==> src/rtl/multi_channel_sample_mixer.sv <==
// Sample-rate mixer: on each tick, sums attenuated channel samples one channel per cycle,
// saturates the sum to the sample width and writes it to a downstream FIFO.
module multi_channel_sample_mixer #(
    parameter int NUM_CHANNELS = 4,
    parameter int SAMPLE_WIDTH = 20,
    parameter int SYS_CLK_FREQ = 50_000_000,
    parameter int SAMPLE_RATE  = 48_000
) (
    input  logic                                 system_clock,
    input  logic                                 system_reset,
    input  logic                                 enable,
    input  logic [NUM_CHANNELS*SAMPLE_WIDTH-1:0] ch_data,
    input  logic [NUM_CHANNELS-1:0]              ch_valid,
    output logic [NUM_CHANNELS-1:0]              ch_ready,
    input  logic [NUM_CHANNELS*4-1:0]            ch_volume,
    output logic [SAMPLE_WIDTH-1:0]              fifo_din,
    output logic                                 fifo_wr_en,
    input  logic                                 fifo_full,
    output logic                                 clip_pulse,
    output logic [15:0]                          underrun_count,
    output logic [15:0]                          overrun_count
);

    localparam int PERIOD = SYS_CLK_FREQ / SAMPLE_RATE;
    localparam int CntW   = (PERIOD > 1) ? $clog2(PERIOD) : 1;
    localparam int IdxW   = (NUM_CHANNELS > 1) ? $clog2(NUM_CHANNELS) : 1;
    localparam int AccW   = SAMPLE_WIDTH + 3;

    localparam logic [CntW-1:0] LastCnt = CntW'(PERIOD - 1);
    localparam logic [IdxW-1:0] LastIdx = IdxW'(NUM_CHANNELS - 1);
    localparam logic signed [AccW-1:0] MaxAcc = {4'b0000, {(SAMPLE_WIDTH-1){1'b1}}};
    localparam logic signed [AccW-1:0] MinAcc = {4'b1111, {(SAMPLE_WIDTH-1){1'b0}}};

    typedef enum logic [1:0] {StIdle, StAccum, StSat, StWrite} state_e;

    state_e state_q, state_d;

    logic [CntW-1:0]         cnt_q, cnt_d;
    logic [IdxW-1:0]         idx_q, idx_d;
    logic signed [AccW-1:0]  acc_q, acc_d;
    logic [SAMPLE_WIDTH-1:0] dout_q, dout_d;
    logic                    clip_q, clip_d;
    logic [15:0]             underrun_q, underrun_d;
    logic [15:0]             overrun_q, overrun_d;
    logic                    tick;

    logic signed [SAMPLE_WIDTH-1:0] ch_sample [NUM_CHANNELS];
    logic [3:0]                     ch_vol    [NUM_CHANNELS];

    for (genvar i = 0; i < NUM_CHANNELS; i++) begin : g_unpack
        assign ch_sample[i] = ch_data[i*SAMPLE_WIDTH +: SAMPLE_WIDTH];
        assign ch_vol[i]    = ch_volume[i*4 +: 4];
    end

    logic signed [SAMPLE_WIDTH-1:0] cur_shifted;
    logic signed [SAMPLE_WIDTH-1:0] cur_term;
    logic signed [AccW-1:0]         cur_ext;
    logic [SAMPLE_WIDTH-1:0]        clamped;
    logic                           sat_hit;

    // Volume 15 is a hard mute; a plain shift would leave -1 for negative samples.
    always_comb begin
        cur_shifted = ch_sample[idx_q] >>> ch_vol[idx_q];
        cur_term    = (ch_vol[idx_q] == 4'hF) ? '0 : cur_shifted;
        cur_ext     = {{3{cur_term[SAMPLE_WIDTH-1]}}, cur_term};
    end

    always_comb begin
        clamped = acc_q[SAMPLE_WIDTH-1:0];
        sat_hit = 1'b0;
        if (acc_q > MaxAcc) begin
            clamped = {1'b0, {(SAMPLE_WIDTH-1){1'b1}}};
            sat_hit = 1'b1;
        end else if (acc_q < MinAcc) begin
            clamped = {1'b1, {(SAMPLE_WIDTH-1){1'b0}}};
            sat_hit = 1'b1;
        end
    end

    always_comb begin
        tick = enable && (cnt_q == LastCnt);
        if (!enable || tick) begin
            cnt_d = '0;
        end else begin
            cnt_d = cnt_q + 1'b1;
        end
    end

    // FSM state register
    always_ff @(posedge system_clock or posedge system_reset) begin
        if (system_reset) begin
            state_q <= StIdle;
        end else begin
            state_q <= state_d;
        end
    end

    // FSM next state
    always_comb begin
        state_d = state_q;
        unique case (state_q)
            StIdle:  if (tick) state_d = StAccum;
            StAccum: if (idx_q == LastIdx) state_d = StSat;
            StSat:   state_d = StWrite;
            StWrite: if (!fifo_full) state_d = StIdle;
            default: state_d = StIdle;
        endcase
    end

    // FSM outputs
    always_comb begin
        ch_ready   = '0;
        fifo_wr_en = 1'b0;
        if (state_q == StAccum) begin
            ch_ready = NUM_CHANNELS'(1) << idx_q;
        end
        if (state_q == StWrite) begin
            fifo_wr_en = !fifo_full;
        end
    end

    always_comb begin
        idx_d      = idx_q;
        acc_d      = acc_q;
        dout_d     = dout_q;
        clip_d     = 1'b0;
        underrun_d = underrun_q;
        overrun_d  = overrun_q;
        unique case (state_q)
            StIdle: begin
                if (tick) begin
                    acc_d = '0;
                    idx_d = '0;
                end
            end
            StAccum: begin
                if (ch_valid[idx_q]) begin
                    acc_d = acc_q + cur_ext;
                end else if (underrun_q != 16'hFFFF) begin
                    underrun_d = underrun_q + 16'd1;
                end
                idx_d = (idx_q == LastIdx) ? '0 : idx_q + 1'b1;
            end
            StSat: begin
                dout_d = clamped;
                clip_d = sat_hit;
            end
            default: ;
        endcase
        if (tick && (state_q != StIdle) && (overrun_q != 16'hFFFF)) begin
            overrun_d = overrun_q + 16'd1;
        end
    end

    always_ff @(posedge system_clock or posedge system_reset) begin
        if (system_reset) begin
            cnt_q      <= '0;
            idx_q      <= '0;
            acc_q      <= '0;
            dout_q     <= '0;
            clip_q     <= 1'b0;
            underrun_q <= '0;
            overrun_q  <= '0;
        end else begin
            cnt_q      <= cnt_d;
            idx_q      <= idx_d;
            acc_q      <= acc_d;
            dout_q     <= dout_d;
            clip_q     <= clip_d;
            underrun_q <= underrun_d;
            overrun_q  <= overrun_d;
        end
    end

    assign fifo_din       = dout_q;
    assign clip_pulse     = clip_q;
    assign underrun_count = underrun_q;
    assign overrun_count  = overrun_q;

endmodule

==> config.mk <==
export PLATFORM = sky130hd
export DESIGN_NAME = multi_channel_sample_mixer
export DESIGN_NICKNAME = d
export VERILOG_FILES = /design/src/rtl/multi_channel_sample_mixer.sv
export SDC_FILE = /design/constraint.sdc
export NUM_CORES = 1
export LEC_CHECK = 0
export CAP_MARGIN = 0
export CORE_MARGIN = 5
export CORE_UTILIZATION = 30
export DETAILED_ROUTE_END_ITERATION = 10
export REMOVE_ABC_BUFFERS = 1
export SKIP_CTS_REPAIR_TIMING = 1
export SYNTH_ARGS = -nofsm -noshare
export SYNTH_HDL_FRONTEND = slang
export SYNTH_SLANG_ARGS = --single-unit
==> constraint.sdc <==
create_clock -name system_clock -period 5.1 [get_ports system_clock]
set_input_delay 0.765 -clock system_clock [delete_from_list [all_inputs] [get_ports system_clock]]
set_output_delay 0.765 -clock system_clock [all_outputs]
set_load 0.005 [all_outputs]
Yosys cells after proc, flatten, opt, wreduce, memory -nomap -nowiden
Index checks and enable logic that the tools add are counted.
- add/sub/neg operators: 5
- magnitude comparators: 4
- equal/unequal tests: 12
- shift operators: 2
- multiplexer cells: 27
- bitwise logic cells: 2
- reduce and logical (&&, ||, !) cells: 13
- operators by type and width (kind ; number):
    20-bit 2-to-1 mux ; 5
    23-bit 2-to-1 mux ; 2
    23-bit one-hot mux with 2 select lines ; 1
    20-bit binary-select mux with 2-bit select ; 1
    16-bit by 1-bit adder with 16-bit output, second input constant ; 2
    16-bit inequality test, second input constant ; 2
    23-bit by 20-bit adder with 23-bit output ; 1
    23-bit by 20-bit > comparator with 1-bit output, second input constant ; 1
    23-bit by 20-bit < comparator with 1-bit output, second input constant ; 1
    20-bit by 4-bit >>> shifter with 20-bit output ; 1
    4-bit 2-to-1 mux ; 3
    11-bit by 1-bit adder with 11-bit output, second input constant ; 1
    11-bit equality test, second input constant ; 1
    11-bit 2-to-1 mux ; 1
    2-bit 2-to-1 mux ; 5
    3-bit AND reduction ; 3
    4-bit binary-select mux with 2-bit select ; 1
    2-bit one-hot mux with 4 select lines ; 1
    2-bit equality test, second input constant ; 3
    2-bit inequality test, second input constant ; 3
    1-bit 2-to-1 mux ; 5
    4-bit equality test, second input constant ; 1
    2-bit one-hot mux with 2 select lines ; 1
    2-bit nonzero test ; 2
    14 further kinds ; 17
- register bits after elaboration: 91
- input bits: 104
- output and inout port bits: 58
- word-level logic and storage cells: 73

Depth between registers and ports, before layout
- depth after elaboration: 9
- depth in mapped cells: 18
- mapped depth without buffers: 15

Worst setup path before layout
Ideal clock, no wire load.
- path type: input to register
- from: input ch_volume[12]
- to: register acc_q[18]
- library setup time: 130 ps
- data arrival time: 3819 ps
- required time: 4970 ps
- slack: 1151 ps
- cell stages on the path: 16
- buffers on the path: 2
- path through: mux4_2 -> buf_6 -> buf_6 -> mux2i_1 -> mux2i_1 -> mux2i_1 -> o22ai_1 -> ha_1 -> fa_1 -> a21oi_1 -> o21ai_0 -> a31oi_1 -> o21ai_0 -> a211oi_1 -> xor2_1 -> o21ai_0
- cells in the longest elaborated chain, start to end: 8
- elaborated cells between the ends (all ways): 9
- classes of those cells: 1 x add/sub; 1 x eq/ne; 1 x shift; 6 x mux
- ends and longest elaborated chain (element ; RTL line ; text):
    start: declaration ; 15 ; input logic [NUM_CHANNELS*4-1:0] ch_volume,
    4-bit binary-select mux with 2-bit select * ; 63, 64 ;
    4-bit 2-to-1 mux (implied by the code) * (2 in series) ; 63, 64 ;
    20-bit by 4-bit >>> shifter with 20-bit output / 4-bit equality test (equally long branches) ; 63, 64 ;
    20-bit 2-to-1 mux * ; 64 ; cur_term = (ch_vol[idx_q] == 4'hF) ? '0 : cur_shifted;
    23-bit by 20-bit adder with 23-bit output * ; 138 ; acc_d = acc_q + cur_ext;
    23-bit 2-to-1 mux * ; 137 ; if (ch_valid[idx_q]) begin
    23-bit one-hot mux with 2 select lines * ; 129 ; unique case (state_q)
    end signal: assignment ; 159 ; acc_q <= '0;
    end signal: assignment ; 167 ; acc_q <= acc_d;
    end: declaration ; 40 ; logic signed [AccW-1:0] acc_q, acc_d;
Every way passes the cells marked *; elsewhere a longest branch is shown, timed or not. The select of a mux whose other input is x is not followed.
A chain may end at the register's enable or synchronous reset.

Worst setup path after layout
- from: input ch_volume[12]
- to: register acc_q[20]
The elaborated chain is that of the path after synthesis.

==> impl_metrics.py <==
metrics = {
    "outcome": {
        "outcome": "completed",
    },
    "synth": {
        "yosysTopAreaCell": "dfrtp_1",
        "synth_top_area_share_pct": 34.6,
        "synth_top_family_by_area": "multiplexers",
        "syn_avg_cell_area_um2": 9.45,
        "synth_compound_area_share_pct": 14.9,
        "synth_xor_area_share_pct": 7.85,
        "synthSimpleGateAreaFrac_pct": 15.2,
        "yosys_warnings": 0,
        "ys.flop_type": "dfrtp_1",
        "synthAdderAreaFrac_pct": 6.77,
        "synth-edff-count": 0,
        "synth_cells": 696,
        "synth_area_um2": 6580,
        "synth.area.top_cells": "dfrtp_1, mux4_2, ha_1",
        "yosys.cell_types.count": 63,
        "synth-seq-area-share_pct": 34.6,
        "synth-seq-cells": 91,
        "synth.area.mux_share_pct": 15.4,
        "async_flop_share_pct": 100,
    },
    "timing": {
        "grt_setup_unrepaired": "no",
        "fmax_mhz": 218,
        "report.final.slew_viol_count": 0,
        "whs_ps": 489,
        "worst_slew_pin_slew_ps": 812,
        "finClkSkew_ps": 16.2,
        "setup_tns_ps": 0,
        "finalCritPeriodShare_pct": 89.8,
        "relSlewSlack_pct": 45.3,
        "hold_viol_final": 0,
        "setup_slack_ps": 521,
        "period_needed_ps": 4580,
        "setup_viol": 0,
    },
    "layout": {
        "drive_gt1_share_pct": 8.89,
        "final_nets": 989,
        "area_growth_pct": 33.6,
        "n_antenna_cell": 0,
        "final_common_cell": "clkdlybuf4s50_1",
        "instances_no_fill": 1135,
        "n_fill_cell": 2161,
        "layout_common_cells": "clkdlybuf4s50_1, dfrtp_1, nand2_1",
    },
    "clock_tree": {
        "cts-root-buf": "clkbuf_16",
        "htree_levels": 3,
        "clk_pin_slew_ps": 80,
        "insertion_delay_ps": 360,
        "cts.path.max_buffers": 2,
        "numCtsBuffers": 9,
        "cts_tree": "built",
        "cts.sinks": 91,
    },
    "floorplan": {
        "die_x_um": 158,
        "core_area_um2": 21700,
        "io_pins": 162,
        "fp.dieArea_um2": 25000,
        "start_util_pct": 30.3,
        "rows": 54,
        "die_h_um": 158,
    },
    "worst_setup_path": {
        "required_ps": 5320,
        "start_kind": "input pin",
        "end_kind": "flip-flop",
        "arrival_ps": 4800,
        "worst-path-max-fanout": 20,
        "critPathKind": "in2reg",
        "reg2reg_depth": 15,
    },
    "worst_hold_path": {
        "hp-class": "reg2reg",
        "min_path_cells": 1,
    },
    "place": {
        "gp_congestion": 0.902,
        "hpwl_um": 14700,
        "place_ws_ps": 164,
        "dp.cells": 1119,
        "io_buffers": 161,
    },
    "global_routing": {
        "first_global_vias": 5840,
        "grt_usage_pct": 15.2,
        "grt_pass1_wl_um": 30500,
        "grt_overflow": 0,
        "antenna_found_initial": 0,
        "grt_max_degree": 49,
    },
    "routing": {
        "dr.pass1.iters": 4,
        "dr.first_iter.drc_count": 190,
        "via_count": 5765,
        "drc_errors": 0,
        "wl_per_cell_um": 16.5,
        "vias_per_cell": 5.08,
        "drt-total-wl_um": 18700,
        "antenna_left": 0,
    },
    "pwr": {
        "leakagePower_nw": 3.81,
        "total_power_w": 0.00514,
        "powerDensity_nw_per_um2": 585,
        "ir_worst_vdd_mv": 0.224,
    },
    "flow_run": {
        "cap_violations": 0,
    },
}
## kinds of logic (layout without fill, tap and decap cells)
| kind of cell | Yosys count | after routing |
|---|---|---|
| xor+xnor | 59 | 59 |
| fa+ha+maj | 35 | 35 |
| mux | 70 | 70 |
| simple gates | 212 | 212 |
| buf+inv | 74 | 233 |
| flops | 91 | 91 |
| compound gates | 155 | 155 |
## metrics by stage
step / area, µm² / utilization [%]
floorplan: 6390 / -
global placement: 8470 / 39.1
detailed placement: 8470 / 39.1
CTS: 8790 / 40.5
global route: 8790 / 40.5
finish: 8790 / 40.5
## critical path: stages
cell and delay [ps]:
clkdlybuf4s50_1 400, mux4_2 740, mux2_2 390, a21oi_1 150
mux2_2 160, o22ai_1 70, ha_1 230, fa_1 400
a21oi_1 230, o21ai_0 180, a31oi_1 220, o21ai_0 280
a211oi_1 340, xnor2_1 150, o21ai_0 80
## layout make-up
class	count	area, µm²	share of cell area [%]
Timing Repair Buffer	175	1730	19.7
Multi-Input combinational cell	531	3960	45.0
Clock buffer	9	225	2.56
Clock inverter	7	91.3	1.04
Sequential cell	91	2280	25.9
Inverter	42	159	1.81
Tap cell	280	350	3.99
## state kept, by name (all words and copies together) (netlist names)
signal,cells
acc_q,23
clip_pulse,1
cnt_q,11
fifo_din,20
idx_q,2
overrun_count,16
state_q,2
underrun_count,16
## Yosys cell counts, drive strengths merged, types with 3 or more instances
cell type   n
clkbuf     15
mux4       24
inv        42
mux2        8
a221oi      4
buf        17
nor2b       5
nor4        4
nor3        9
nand2      68
o22ai      30
and3        8
a31oi       3
and2        8
nand3      26
a21o       11
dfrtp      91
nor2       62
nand4      13
xor2       31
a211oi     10
mux2i      38
ha         34
a21oi      34
xnor2      28
o21ai      44
## where the power goes
part           internal, W  leakage, nW  total (W)  switching, W
Clock             0.000353        0.152   0.000697      0.000344
Combinational      0.00147         2.44    0.00335       0.00188
Sequential        0.000905         1.22    0.00109      0.000185
## metal layers
metal  up-vias  global-route usage (%)  wire (µm)  part of all wire (%)
met3        18                    3.94       1130                   6.0
met1      2777                    19.5       8190                    44
li1       2829                       -          -                     -
met5         -                       0          0                     0
met2       141                    26.1       9180                    49
met4         0                    2.92        208                   1.1
## path summary, 6_finish.rpt
| path | slack (ps) | startpoint | endpoint |
|---|---|---|---|
| worst min register to register | 490 | overrun_count[7]$_DFFE_PP0P_ | overrun_count[7]$_DFFE_PP0P_ |
| worst max register to register | 560 | idx_q[0]$_DFFE_PP0P_ | acc_q[20]$_DFFE_PP0P_ |
| min in group asynchronous | 840 | system_reset | underrun_count[14]$_DFFE_PP0P_ |
| worst max-delay path | 520 | ch_volume[12] | acc_q[20]$_DFFE_PP0P_ |
| max in group asynchronous | 3120 | system_reset | fifo_din[10]$_DFFE_PP0P_ |
| worst min-delay path | 490 | overrun_count[7]$_DFFE_PP0P_ | overrun_count[7]$_DFFE_PP0P_ |
Note: power is estimated with default switching activity, not from simulation.
